===== config.mk =====
export PLATFORM = sky130hd
export DESIGN_NAME = rr_arbiter
export DESIGN_NICKNAME = d
export VERILOG_FILES = /design/src/rtl/arb_pkg.sv /design/src/rtl/prio_enc8.sv /design/src/rtl/rr_arbiter.sv
export SDC_FILE = /design/constraint.sdc
export NUM_CORES = 1
export LEC_CHECK = 0
export BUFFER_PORTS_ARGS = -buffer_cell sky130_fd_sc_hd__buf_2
export CAP_MARGIN = 20
export CELL_PAD_IN_SITES_DETAIL_PLACEMENT = 0
export CELL_PAD_IN_SITES_GLOBAL_PLACEMENT = 2
export CORE_MARGIN = 4
export CORE_UTILIZATION = 34
export DETAILED_ROUTE_END_ITERATION = 6
export GPL_ROUTABILITY_DRIVEN = 1
export PLACE_DENSITY_LB_ADDON = 0.1
export SKIP_LAST_GASP = 1
export SLEW_MARGIN = 20
export SYNTH_ARGS = -nofsm -noshare
export SYNTH_HDL_FRONTEND = slang
export SYNTH_SLANG_ARGS = --single-unit

===== constraint.sdc =====
create_clock -name clk -period 4.8 [get_ports clk]
set_clock_uncertainty 0.15 [all_clocks]
set_input_delay 0.24 -clock clk [delete_from_list [all_inputs] [get_ports clk]]
set_output_delay 0.24 -clock clk [all_outputs]
set_load 0.01 [all_outputs]

===== src/rtl/arb_pkg.sv =====
// arb_pkg: shared sizes, state encoding and mode constants for the arbiter
package arb_pkg;
  localparam int N = 8;
  localparam int IDW = 3;
  typedef enum logic {IDLE, GRANT} state_t;
  localparam logic MODE_FIXED = 1'b0;
  localparam logic MODE_RR = 1'b1;
endpackage


===== src/rtl/prio_enc8.sv =====
// prio_enc8: combinational 8-to-3 priority encoder, highest index wins
module prio_enc8 (
  input  logic [7:0] in,
  output logic [2:0] idx,
  output logic       valid
);
  always_comb begin
    idx = '0;
    for (int i = 0; i < 8; i++) if (in[i]) idx = 3'(i);
  end
  assign valid = |in;
endmodule


===== src/rtl/rr_arbiter.sv =====
// rr_arbiter: eight-way fixed-priority / round-robin arbiter with registered grant and hold limit
module rr_arbiter
  import arb_pkg::*;
#(
  parameter int MAX_HOLD = 16
) (
  input  logic           clk,
  input  logic           rst_n,
  input  logic           en,
  input  logic           mode,
  input  logic [N-1:0]   req,
  input  logic           done,
  output logic [N-1:0]   gnt,
  output logic [IDW-1:0] gnt_id,
  output logic           gnt_v,
  output logic           tmo
);
  localparam int CW = MAX_HOLD < 2 ? 1 : $clog2(MAX_HOLD + 1);
  state_t         state;
  logic [IDW-1:0] ptr, base, enc, win;
  logic [CW-1:0]  cnt;
  logic [N-1:0]   rot;
  logic           any, hit, rel;
  assign base = mode == MODE_RR ? ptr : '0;
  assign rot  = N'({req, req} >> base);
  prio_enc8 u_enc (.in(rot), .idx(enc), .valid(any));
  assign win = enc + base;
  assign hit = MAX_HOLD != 0 && cnt == CW'(MAX_HOLD);
  assign rel = done || !req[gnt_id] || !en || hit;
  always_ff @(posedge clk) begin
    if (!rst_n) begin
      state  <= IDLE;
      ptr    <= '0;
      cnt    <= '0;
      gnt    <= '0;
      gnt_id <= '0;
      gnt_v  <= 1'b0;
      tmo    <= 1'b0;
    end else begin
      tmo <= 1'b0;
      if (state == IDLE) begin
        if (en && any) begin
          state  <= GRANT;
          gnt    <= N'(1) << win;
          gnt_id <= win;
          gnt_v  <= 1'b1;
          cnt    <= CW'(1);
          ptr    <= win;
        end
      end else if (rel) begin
        state  <= IDLE;
        gnt    <= '0;
        gnt_id <= '0;
        gnt_v  <= 1'b0;
        tmo    <= hit && !done;
      end else if (MAX_HOLD != 0) cnt <= cnt + 1'b1;
    end
  end
endmodule


# Yosys cells after proc, flatten, opt, wreduce, memory -nomap -nowiden
# Cells that the tools add are included.
# totals
output_inout_bits	13
romBits	0
in_bits	13
latch_bits	0
elab_cells	55
regBits	22
memories	0
ramBits	0
# op_classes
bitwise	1
order_cmp	1
n_shift	2
n_div	0
eq_ne	3
n_addsub	2
n_mux	25
reduce_logical	14
n_mul	0
# ops
cell	n
$mux W3	8
$mux W8	3
$shr A16 B3 Y8	1
$mux W5	3
$mux W1	8
$reduce_or A8 Y1	1
$shl A1 B3 Y8 const A	1
$reduce_and A2 Y1	3
$add A5 B1 Y5 const B	1
$eq A5 B5 Y1 const B	1
$lt A3 B4 Y1 const B	1
$mux W2	2
$add A3 B3 Y3	1
$bmux W1 S3	1
$logic_not A1 Y1	3
$logic_or A1 B1 Y1	3
$reduce_and A3 Y1	1
$logic_and A1 B1 Y1	2
$ne A2 B1 Y1 const B	1
$ne A2 B2 Y1 const B	1
$reduce_bool A2 Y1	1
$not A1 Y1	1

# Depth between registers and ports, before layout
# Gate-level depths: netlist (run 1).
# logic_depth
ltp_word	13
depth_mapped	14
ltp_nobuf	11

# Cells and area by module
# A second synthesis (run 1) with hierarchy kept.
# unflattened
cells_unflattened	170
hier_area_um2	1525.2
# by_module_without_submodules
module	instances	seq_area_each_um2	area_each_um2	cells_each
rr_arbiter	1	440.4	1458.9	158
prio_enc8	1	0.0	66.3	12

# Least setup slack after synthesis (run 1)
# OpenSTA, ideal clock, no wires.
# synth_timing
kind	register to register
start	register ptr[0]
end	register gnt[4]
arrival_time_ns	3.078
path_slack_ns	1.455
period_less_slack_ns	3.345
n_path_buf	2
stages_incl_launch_ff	14
path_cell_list	dfxtp_1 > buf_6 > buf_8 > mux2_4 > nor3_1 > nor4_4 > a21oi_1 > a21oi_1 > or2_2 > fa_1 > xor2_1 > nor2_1 > o211a_1 > a32o_2
# synth_between
elab_chain_len	13
word_cells_on_any_way	17
# synth_rtl
item	line	source
start: declaration	rr_arbiter.sv:20	logic [IDW-1:0] ptr, base, enc, win;
start signal: assignment	rr_arbiter.sv:48	ptr <= win;
$mux W3 (*)	rr_arbiter.sv:24	assign base = mode == MODE_RR ? ptr : '0;
$shr A16 B3 Y8	rr_arbiter.sv:25	assign rot = N'({req, req} >> base);
$mux W1	prio_enc8.sv:9	for (int i = 0; i < 8; i++) if (in[i]) idx = 3'(i);
$mux W2 (2 in series)	prio_enc8.sv:9	
$mux W3 (4 in series)	prio_enc8.sv:9	
$add A3 B3 Y3	rr_arbiter.sv:27	assign win = enc + base;
$shl A1 B3 Y8	rr_arbiter.sv:44	gnt <= N'(1) << win;
$mux W8	rr_arbiter.sv:42	if (en && any) begin
$mux W8	rr_arbiter.sv:41	if (state == IDLE) begin
end signal: assignment	rr_arbiter.sv:44	
end: declaration	rr_arbiter.sv:13	output logic [N-1:0] gnt,
# Every way passes the cells marked *; elsewhere a longest branch is shown, timed or not. The select of a mux whose other input is x is not followed.
# A chain may end at the register's enable or synchronous reset.

# Worst setup path after layout (run 1)
# Ends and elaborated chain as after synthesis.

==> impl_metrics.tcl, run 1 <==
set metrics [dict create \
    firstDrtPassIters 4 \
    insertedDiodeCount 0 \
    pwr-share-clk_pct 20.1 \
    grt_start_max_net_pins 26 \
    power.share.sequential_pct 40.4 \
    layout_worst_path_cycle_share_pct 85.8 \
    final_net_count 217 \
    worstSetupStartpoint "ptr[0]" \
    clockRootBuffer "clkbuf_8" \
    power.switching_fraction_pct 38.1 \
    p_total_w 0.000560 \
    post-route-drc-count 0 \
    netlist-cell-type-count 61 \
    synth_edf_count 0 \
    internal_power_w 0.000347 \
    timing_worst_slew_pin_value_ns 0.983 \
    fp.coreArea_sq_mm 0.00450 \
    clk_latency_ns 0.26 \
    p_per_area_mw_per_mm2 314 \
    netlist_top_cells_area "dfxtp_1, nor2_1, mux2i_1, a32o_2, nand2_1" \
    cts_resized 0 \
    cts-root-to-sink-buffers 2 \
    first_global_vias 1521 \
    share_comb_of_total_power_pct 39.5 \
    synthesis.area_sq_mm 0.00164 \
    yosysTopAreaCell "dfxtp_1" \
    reg2reg_to "gnt[4]" \
    starting_utilization_of_the_core_area_pct 36.3 \
    max_clock_freq_mhz 243 \
    mappedNetlistNets 200 \
    synth-seq-area-share_pct 26.9 \
    yosysWarningCount 0 \
    path_max_fanout 25 \
    drive_above_1_share_pct 21.6 \
    dieArea_sq_mm 0.00599 \
    port_buffers 25 \
    status "completed" \
    cts_hold_buffers 0 \
    grt_first_pass_wirelength_mm 7.78 \
    antenna_violating_nets_post_route 0 \
    power.ir.vdd_worst_mv 0.170 \
    chipWidth_microns 77.4 \
    avgRoutedWirePerCell_microns 18.2 \
    synth_async_sr_flop_share_pct 0 \
    fp.dieH_microns 77.4 \
    reg2reg_setup_slack_ns 0.68 \
    antenna_found_initial 0 \
    setup.worst_path.end "gnt[4]" \
    critPathCaptureType "flop" \
    maxCapViolations 0 \
    report.final.setup_viol 0 \
    area.growth.synth_to_final_pct 8.87 \
    finalCoreUtilization_pct 39.6 \
    worstPathArrival_ns 4.12 \
    global_route.usage.total_pct 15.9 \
    globalRouteOverflowTotal 0 \
    worst_hold_path_type "in -> reg" \
    first_iter_violations 90 \
    routed_wire_length_mm 4.56 \
    postSynthAreaPerCell_sq_um 8.89 \
    critPathRequiredTime_ns 4.80 \
    via_count 1498 \
    place.gp.congestion 0.779 \
    cts_num_sinks 22 \
    ff2ff_path_depth 11 \
    criticalPathCategory "reg -> reg" \
    grt_setup_unrepaired "false" \
    fp-row-count 24 \
    cp-start-kind "flop" \
    most_frequent_cells_in_the_layout "buf_2, dfxtp_1, nor2_1" \
    clk_pin_slew_ns 0.08 \
    layout.cells.most_common "buf_2" \
    postSynthCellCount 184 \
    cts.repair_timing.setup_buffer_count 0 \
    numCtsBuffers 3 \
    r2r_start "ptr[0]" \
    post-dp-hpwl_mm 3.43 \
    fin_setup_tns_ns 0 \
    power_spent_charging_and_discharging_nets_w 0.000213 \
    route.detailed.vias_per_inst 5.97 \
    leading_register_cell_type_out_of_synthesis "dfxtp_1" \
    static-leakage-power_nw 0.748 \
    htree_levels 1 \
    cts_tree "yes" \
    drv_slew 0 \
    nFillCells 491 \
    finalCriticalPeriod_ns 4.12 \
    slew-limit-headroom_pct 34.4 \
    post_synthesis_register_bit_count 22 \
    io-pin-count 26 \
    finalHoldViolCount 0 \
    synth_largest_type_area_fraction_pct 26.9 \
]
==> worst max-delay path, stage by stage (launching register included) <==
cell and delay [ns]:
dfxtp_1 0.97, nand2_1 0.32, o221a_1 0.30, o31a_1 0.32
a21oi_1 0.12, a21oi_1 0.13, or2_2 0.31, fa_1 0.38
xor2_1 0.33, nor2_1 0.10, o211a_1 0.30, a32o_2 0.28
==> worst min-delay path by stage <==
stage	startpoint	to	slack (ns)	cells past startpoint
after floorplan	done	tmo	0.30	1
after CTS	done	tmo	0.14	2
after detailed placement	gnt[1]	gnt[1]	0.30	1
after global placement	gnt_v	gnt_v	0.29	2
final	done	tmo	0.15	2
after global routing	done	tmo	0.15	2
==> power by group through the flow <==
stage	combinational, W	sequential (W)	clock, W
after CTS	0.000223	0.000226	0.000119
after detailed placement	0.000221	0.000230	0
after floorplan	0.000180	0.000218	0
after global routing	0.000245	0.000230	0.000128
after global placement	0.000220	0.000230	0
final	0.000221	0.000226	0.000112
==> synthesized netlist by cell type (all sizes together) (2+ instances only) <==
cell type / number
o2111ai: 2
nand4: 5
a22oi: 3
nand2b: 4
a32o: 8
nor2: 19
nor4: 3
a21oi: 11
buf: 9
xnor2: 2
xor2: 5
and3b: 6
dfxtp: 22
or2: 2
clkbuf: 4
o21ai: 8
ha: 2
inv: 4
nor3: 2
a211oi: 2
mux2i: 8
mux4: 3
and3: 5
nand3: 3
a21o: 2
nand2: 15
==> flip-flops by register name, indices dropped and copies added, names as in the netlist <==
name    flops
cnt         5
gnt_id      3
state       1
tmo         1
gnt         8
ptr         3
gnt_v       1
==> per-layer routing <==
layer	GRT usage, %	share of wire, %
met4	4.63	1.1
met5	0	0
met1	21.2	48
met2	26.3	48
met3	2.78	3.5
==> final cells by class <==
type	instances	area, sq um	share of cell area (%)
clock buffer	3	41.3	2.32
inverter	5	18.8	1.05
multi-input combinational	144	1090	61.2
sequential	22	440	24.7
tap	52	65.1	3.65
timing repair buffer	25	125	7.02
==> cell families (layout without fill, tap and decap cells) <==
| group | Yosys count | in the layout | synth area share (%) |
|---|---|---|---|
| compound gates | 49 | 49 | 23.7 |
| flops | 22 | 22 | 26.9 |
| fa+ha+maj | 3 | 3 | 2.75 |
| mux | 12 | 12 | 10.4 |
| simple gates | 73 | 73 | 26.1 |
| xor+xnor | 7 | 7 | 3.75 |
| buf+inv | 18 | 33 | 6.42 |
==> per-stage QoR <==
step / instances / hold slack, ns / worst slack, ns / area [sq um]
after floorplan: 184 / 0.304 / 1.45 / 1640
after global placement: 248 / 0.295 / 0.861 / 1740
after detailed placement: 248 / 0.300 / 0.748 / 1740
after CTS: 251 / 0.143 / 0.739 / 1780
after global routing: 251 / 0.145 / 0.427 / 1780
final: 251 / 0.149 / 0.682 / 1780
(Power assumes the default switching activity.)
==> run 2, diff against run 1 <==
Settings changed: CORE_ASPECT_RATIO set to 1.75.
==> run 2 against run 1 <==
  * Final cell count unchanged
  * Power up 0.48%
  * Setup slack worse by 0.020 ns
  * Wire length up 5.8%
  * First-iteration DRC count down 26%
==> impl_metrics.tcl, run 2 (synthesized netlist as in run 1, its figures left out) <==
set metrics [dict create \
    dieArea_sq_mm 0.00603 \
    post-dp-hpwl_mm 3.80 \
    starting_utilization_of_the_core_area_pct 35.1 \
    largest-register "gnt" \
    grt_start_max_net_pins 26 \
    drive_above_1_share_pct 21.6 \
    final.setup.worst_slack_ns 0.662 \
    reg2reg_setup_slack_ns 0.66 \
    largest_register_ff_count 8 \
    cts.repair_timing.setup_buffer_count 0 \
    antenna_violating_nets_post_route 0 \
    cts_resized 0 \
    hold-path-endpoint "tmo" \
    first_iter_violations 67 \
    status "completed" \
    route.detailed.vias_per_inst 6.02 \
    p_per_area_mw_per_mm2 316 \
    timing_worst_slew_pin_value_ns 0.969 \
    hold_depth 2 \
    layout_worst_path_cycle_share_pct 86.2 \
    fp.coreArea_sq_mm 0.00467 \
    post-route-drc-count 0 \
    io-pin-count 26 \
    biggestRegsByFlops "gnt x8, cnt x5" \
    dp_slack_ns 0.702 \
    cts_tree "yes" \
    cts-root-to-sink-buffers 2 \
    p_total_w 0.000563 \
    cts_num_sinks 22 \
    power.ir.vdd_worst_mv 0.254 \
    r2r_start "ptr[0]" \
    final_net_count 217 \
    fp.dieH_microns 99.8 \
    slew-limit-headroom_pct 35.3 \
    htree_levels 1 \
    area.growth.synth_to_final_pct 8.87 \
    ff2ff_path_depth 11 \
    reg2reg_to "gnt[5]" \
    grt_first_pass_wirelength_mm 8.05 \
    numCtsBuffers 3 \
    critPathCaptureType "flop" \
    finalCoreUtilization_pct 38.2 \
    report.final.setup_viol 0 \
    criticalPathCategory "reg -> reg" \
    port_buffers 25 \
    finalHoldViolCount 0 \
    avgRoutedWirePerCell_microns 19.2 \
    drv_slew 0 \
    insertedDiodeCount 0 \
    via_count 1510 \
    maxCapViolations 0 \
    most_frequent_cells_in_the_layout "buf_2, dfxtp_1, nor2_1" \
    path_max_fanout 25 \
    fin_setup_tns_ns 0 \
    clk_latency_ns 0.25 \
    chipWidth_microns 60.4 \
    routed_wire_length_mm 4.82 \
    cp-start-kind "flop" \
    firstDrtPassIters 4 \
    finalCriticalPeriod_ns 4.14 \
    fp-row-count 33 \
    timing.hold.ws_ns 0.139 \
    first_global_vias 1600 \
    nFillCells 502 \
    clockRootBuffer "clkbuf_8" \
    cts_hold_buffers 0 \
    worst_hold_path_type "in -> reg" \
    layout.cells.most_common "buf_2" \
    max_clock_freq_mhz 242 \
    clk_pin_slew_ns 0.07 \
    static-leakage-power_nw 0.748 \
    antenna_found_initial 0 \
    startpoint_of_the_lowest_slack_hold_path "done" \
    place.gp.congestion 0.868 \
    global_route.usage.total_pct 17.6 \
    worstPathArrival_ns 4.14 \
    grt_setup_unrepaired "false" \
    critPathRequiredTime_ns 4.80 \
    globalRouteOverflowTotal 0 \
]
-- run 2: worst max-delay path by stage --
stage          depth (start not counted)      to  slack, ns   start
6_report                              11  gnt[5]       0.66  ptr[0]
5_1_grt                               11  gnt[5]       0.33  ptr[0]
4_1_cts                               11  gnt[5]       0.69  ptr[0]
3_5_place_dp                          11  gnt[5]       0.70  ptr[0]
3_3_place_gp                          11  gnt[4]       0.89  ptr[0]
2_1_floorplan                         13  gnt[4]       1.45  ptr[0]
-- run 2: report_power, final --
| group | internal [W] | total (W) | switching [W] |
|---|---|---|---|
| sequential | 0.000199 | 0.000228 | 0.0000288 |
| combinational | 0.0000922 | 0.000224 | 0.000132 |
| clock | 0.0000559 | 0.000111 | 0.0000554 |
| total | 0.000347 | 0.000563 | 0.000216 |
-- run 2: per-stage QoR --
stage               cell area, sq um  std cells
global placement                1740        248
floorplan                       1640        184
CTS                             1780        251
finish                          1780        251
detailed placement              1740        248
global route                    1780        251
-- run 2: cell type report --
| cell class | count | area [sq um] | area share, % |
|---|---|---|---|
| clock buffer | 3 | 41.3 | 2.32 |
| inverter | 5 | 18.8 | 1.05 |
| multi-input combinational | 144 | 1090 | 61.2 |
| sequential | 22 | 440 | 24.7 |
| tap | 52 | 65.1 | 3.65 |
| timing repair buffer | 25 | 125 | 7.02 |
-- run 2: worst max-delay path, stage by stage, from the launching register on --
cell and delay [ns]:
dfxtp_1 0.97, nand2_1 0.32, nor4_1 0.46, nor4_4 0.14, a21oi_1 0.16, a21oi_1 0.13
or2_2 0.31, fa_1 0.38, xor2_1 0.34, nor2_1 0.10, o211a_1 0.30, a32o_2 0.27
-- run 2: per-layer routing --
layer	global-route usage [%]	up-vias	part of all wire, %
li1	-	729	-
met1	19.1	732	37
met2	31.8	37	56
met3	1.29	12	2.6
met4	10.0	0	4.4
met5	0	-	0
==> run 3, diff against run 2 <==
Settings changed: CORE_MARGIN 4 to 3.
==> run 3 against run 2 <==
  * Sequential cell count unchanged
  * Final cell count unchanged
  * Maximum frequency decreased by 0.36%
  * Sequential power about the same
  * Wire length decreased by 1.6%
  * Via count increased by 0.86%
  * Die area decreased by 5.2%
  * Core utilization increased by 1.5 points
  * Sequential share of layout area decreased by 0.17 points
  * Non-clock buffer count unchanged
  * Largest power group unchanged
==> impl_metrics.tcl, run 3 (synthesized netlist as in run 1, its figures left out) <==
set metrics [dict create \
    largest-register "gnt" \
    met2RoutedLength_mm 2.61 \
    finish.cell_count_without_fillers 251 \
    max_clock_freq_mhz 241 \
    drv_slew 0 \
    numCtsBuffers 3 \
    grt_setup_unrepaired "false" \
    layout.cells.most_common "buf_2" \
    grt_start_max_net_pins 26 \
    wirelength_met1_mm 1.72 \
    routed_wire_length_mm 4.75 \
    clk_pin_slew_ns 0.08 \
    hold-path-endpoint "tmo" \
    worstPathArrival_ns 4.17 \
    first_global_vias 1546 \
    maxCapViolations 0 \
    pwr-share-clk_pct 22.7 \
    via_count 1523 \
    most_frequent_cells_in_the_layout "buf_2, dfxtp_1, nor2_1" \
    firstDrtPassIters 4 \
    cell_repeated_most_along_the_worst_path "a21oi_1" \
    finalHoldViolCount 0 \
    static-leakage-power_nw 0.755 \
    highest_signal_layer_in_the_routed_design "met4" \
    critical_path.max_stage_delay_ns 0.95 \
    numPlacedInstances 247 \
    drive_above_1_share_pct 22.0 \
    fp.dieH_microns 97.8 \
    timing.critical_path.cells "nand2_1 -> nor4_1 -> nor4_4 -> a21oi_1 -> a21oi_1 -> or2_2 -> fa_1 -> xor2_1 -> nor2_1 -> o211a_1 -> a32o_2" \
    sequential_cell_area_sq_um 440 \
    globalRouteOverflowTotal 0 \
    power.share.sequential_pct 38.7 \
    io-pin-count 26 \
    fp-row-count 32 \
    clockRootBuffer "clkbuf_8" \
    avgRoutedWirePerCell_microns 18.9 \
    fp.coreArea_sq_mm 0.00452 \
    timing_worst_slew_pin_value_ns 0.951 \
    cts_tree "yes" \
    worstSetupStartpoint "ptr[0]" \
    nFillCells 497 \
    global_route.usage.total_pct 17.4 \
    cts-root-to-sink-buffers 2 \
    final_net_count 217 \
    startpoint_of_the_lowest_slack_hold_path "done" \
    starting_utilization_of_the_core_area_pct 36.2 \
    insertedDiodeCount 0 \
    biggestRegsByFlops "gnt x8, cnt x5" \
    antenna_violating_nets_post_route 0 \
    port_buffers 25 \
    antenna_found_initial 0 \
    grt_first_pass_wirelength_mm 7.67 \
    power.switching_fraction_pct 37.7 \
    path_max_fanout 25 \
    power.ir.vdd_worst_mv 0.239 \
    multiInputGateArea_sq_mm 0.00109 \
    finalCriticalPeriod_ns 4.15 \
    worst_hold_path_type "in -> reg" \
    chipWidth_microns 58.4 \
    clk_latency_ns 0.27 \
    crit_path_top_delay_cell "dfxtp_1" \
    cts.repair_timing.setup_buffer_count 0 \
    hold_depth 2 \
    power_spent_charging_and_discharging_nets_w 0.000221 \
    cts_resized 0 \
    report.final.setup_viol 0 \
    area.growth.synth_to_final_pct 9.63 \
    cts_hold_buffers 0 \
    route.detailed.vias_per_inst 6.07 \
    slew-limit-headroom_pct 36.5 \
    r2r_start "ptr[0]" \
    layout_worst_path_cycle_share_pct 86.5 \
    routed-wl-met3_microns 146 \
    internal_power_w 0.000364 \
    fin_setup_tns_ns 0 \
    status "completed" \
    criticalPathCategory "reg -> reg" \
    cp-start-kind "flop" \
    post-dp-hpwl_mm 3.76 \
    cts_num_sinks 22 \
    place.gp.congestion 0.881 \
    share_comb_of_total_power_pct 38.6 \
    dieArea_sq_mm 0.00571 \
    critPathRequiredTime_ns 4.81 \
    first_iter_violations 40 \
    reg2reg_to "gnt[7]" \
    p_per_area_mw_per_mm2 326 \
    critPathCaptureType "flop" \
    htree_levels 1 \
    reg2reg_setup_slack_ns 0.65 \
    post-route-drc-count 0 \
    largest_register_ff_count 8 \
    ff2ff_path_depth 11 \
]
==> run 3: area by class of cell <==
class                   instances  share of cell area [%]
inverters                       5                    1.05
repair buffers                 25                    6.97
well taps                      51                    3.56
multi-input cells             144                    60.8
flip-flops and latches         22                    24.5
clock buffers                   4                    3.07
==> run 3: stage by stage <==
step | area, sq um | setup WS, ns | util [%] | hold WS (ns) | power, W
finish | 1790 | 0.647 | 39.7 | 0.132 | 0.000585
global placement | 1740 | 0.821 | 38.4 | 0.297 | 0.000454
CTS | 1790 | 0.674 | 39.7 | 0.137 | 0.000590
floorplan | 1640 | 1.45 | - | 0.304 | 0.000398
detailed placement | 1740 | 0.715 | 38.4 | 0.301 | 0.000456
global route | 1790 | 0.430 | 39.7 | 0.134 | 0.000617
==> run 3: power groups by stage <==
stage | combinational [W] | sequential, W | clock, W
final | 0.000226 | 0.000226 | 0.000133
after global routing | 0.000245 | 0.000230 | 0.000142
after CTS | 0.000228 | 0.000226 | 0.000136
after detailed placement | 0.000226 | 0.000230 | 0
after global placement | 0.000225 | 0.000229 | 0
after floorplan | 0.000180 | 0.000218 | 0
==> run 3: critical path: cells and delay by family (launching register included) <==
family | cells | cell delay, ns
simple gates | 5 | 1.33
xor+xnor | 1 | 0.35
flops | 1 | 0.95
compound gates | 4 | 0.89
fa+ha+maj | 1 | 0.38
==> run 3: worst max path at each step <==
stage | endpoint | slack (ns)
after floorplan | gnt[4] | 1.45
after global placement | gnt[5] | 0.82
after detailed placement | gnt[5] | 0.71
after CTS | gnt[7] | 0.67
after global routing | gnt[5] | 0.43
final | gnt[7] | 0.65
==> run 3: metal layers <==
| layer | vias to the layer above | track usage [%] |
|---|---|---|
| met5 | - | 0 |
| met4 | 0 | 11.4 |
| met3 | 15 | 1.85 |
| met2 | 33 | 31.4 |
| met1 | 740 | 17.8 |
| li1 | 735 | - |
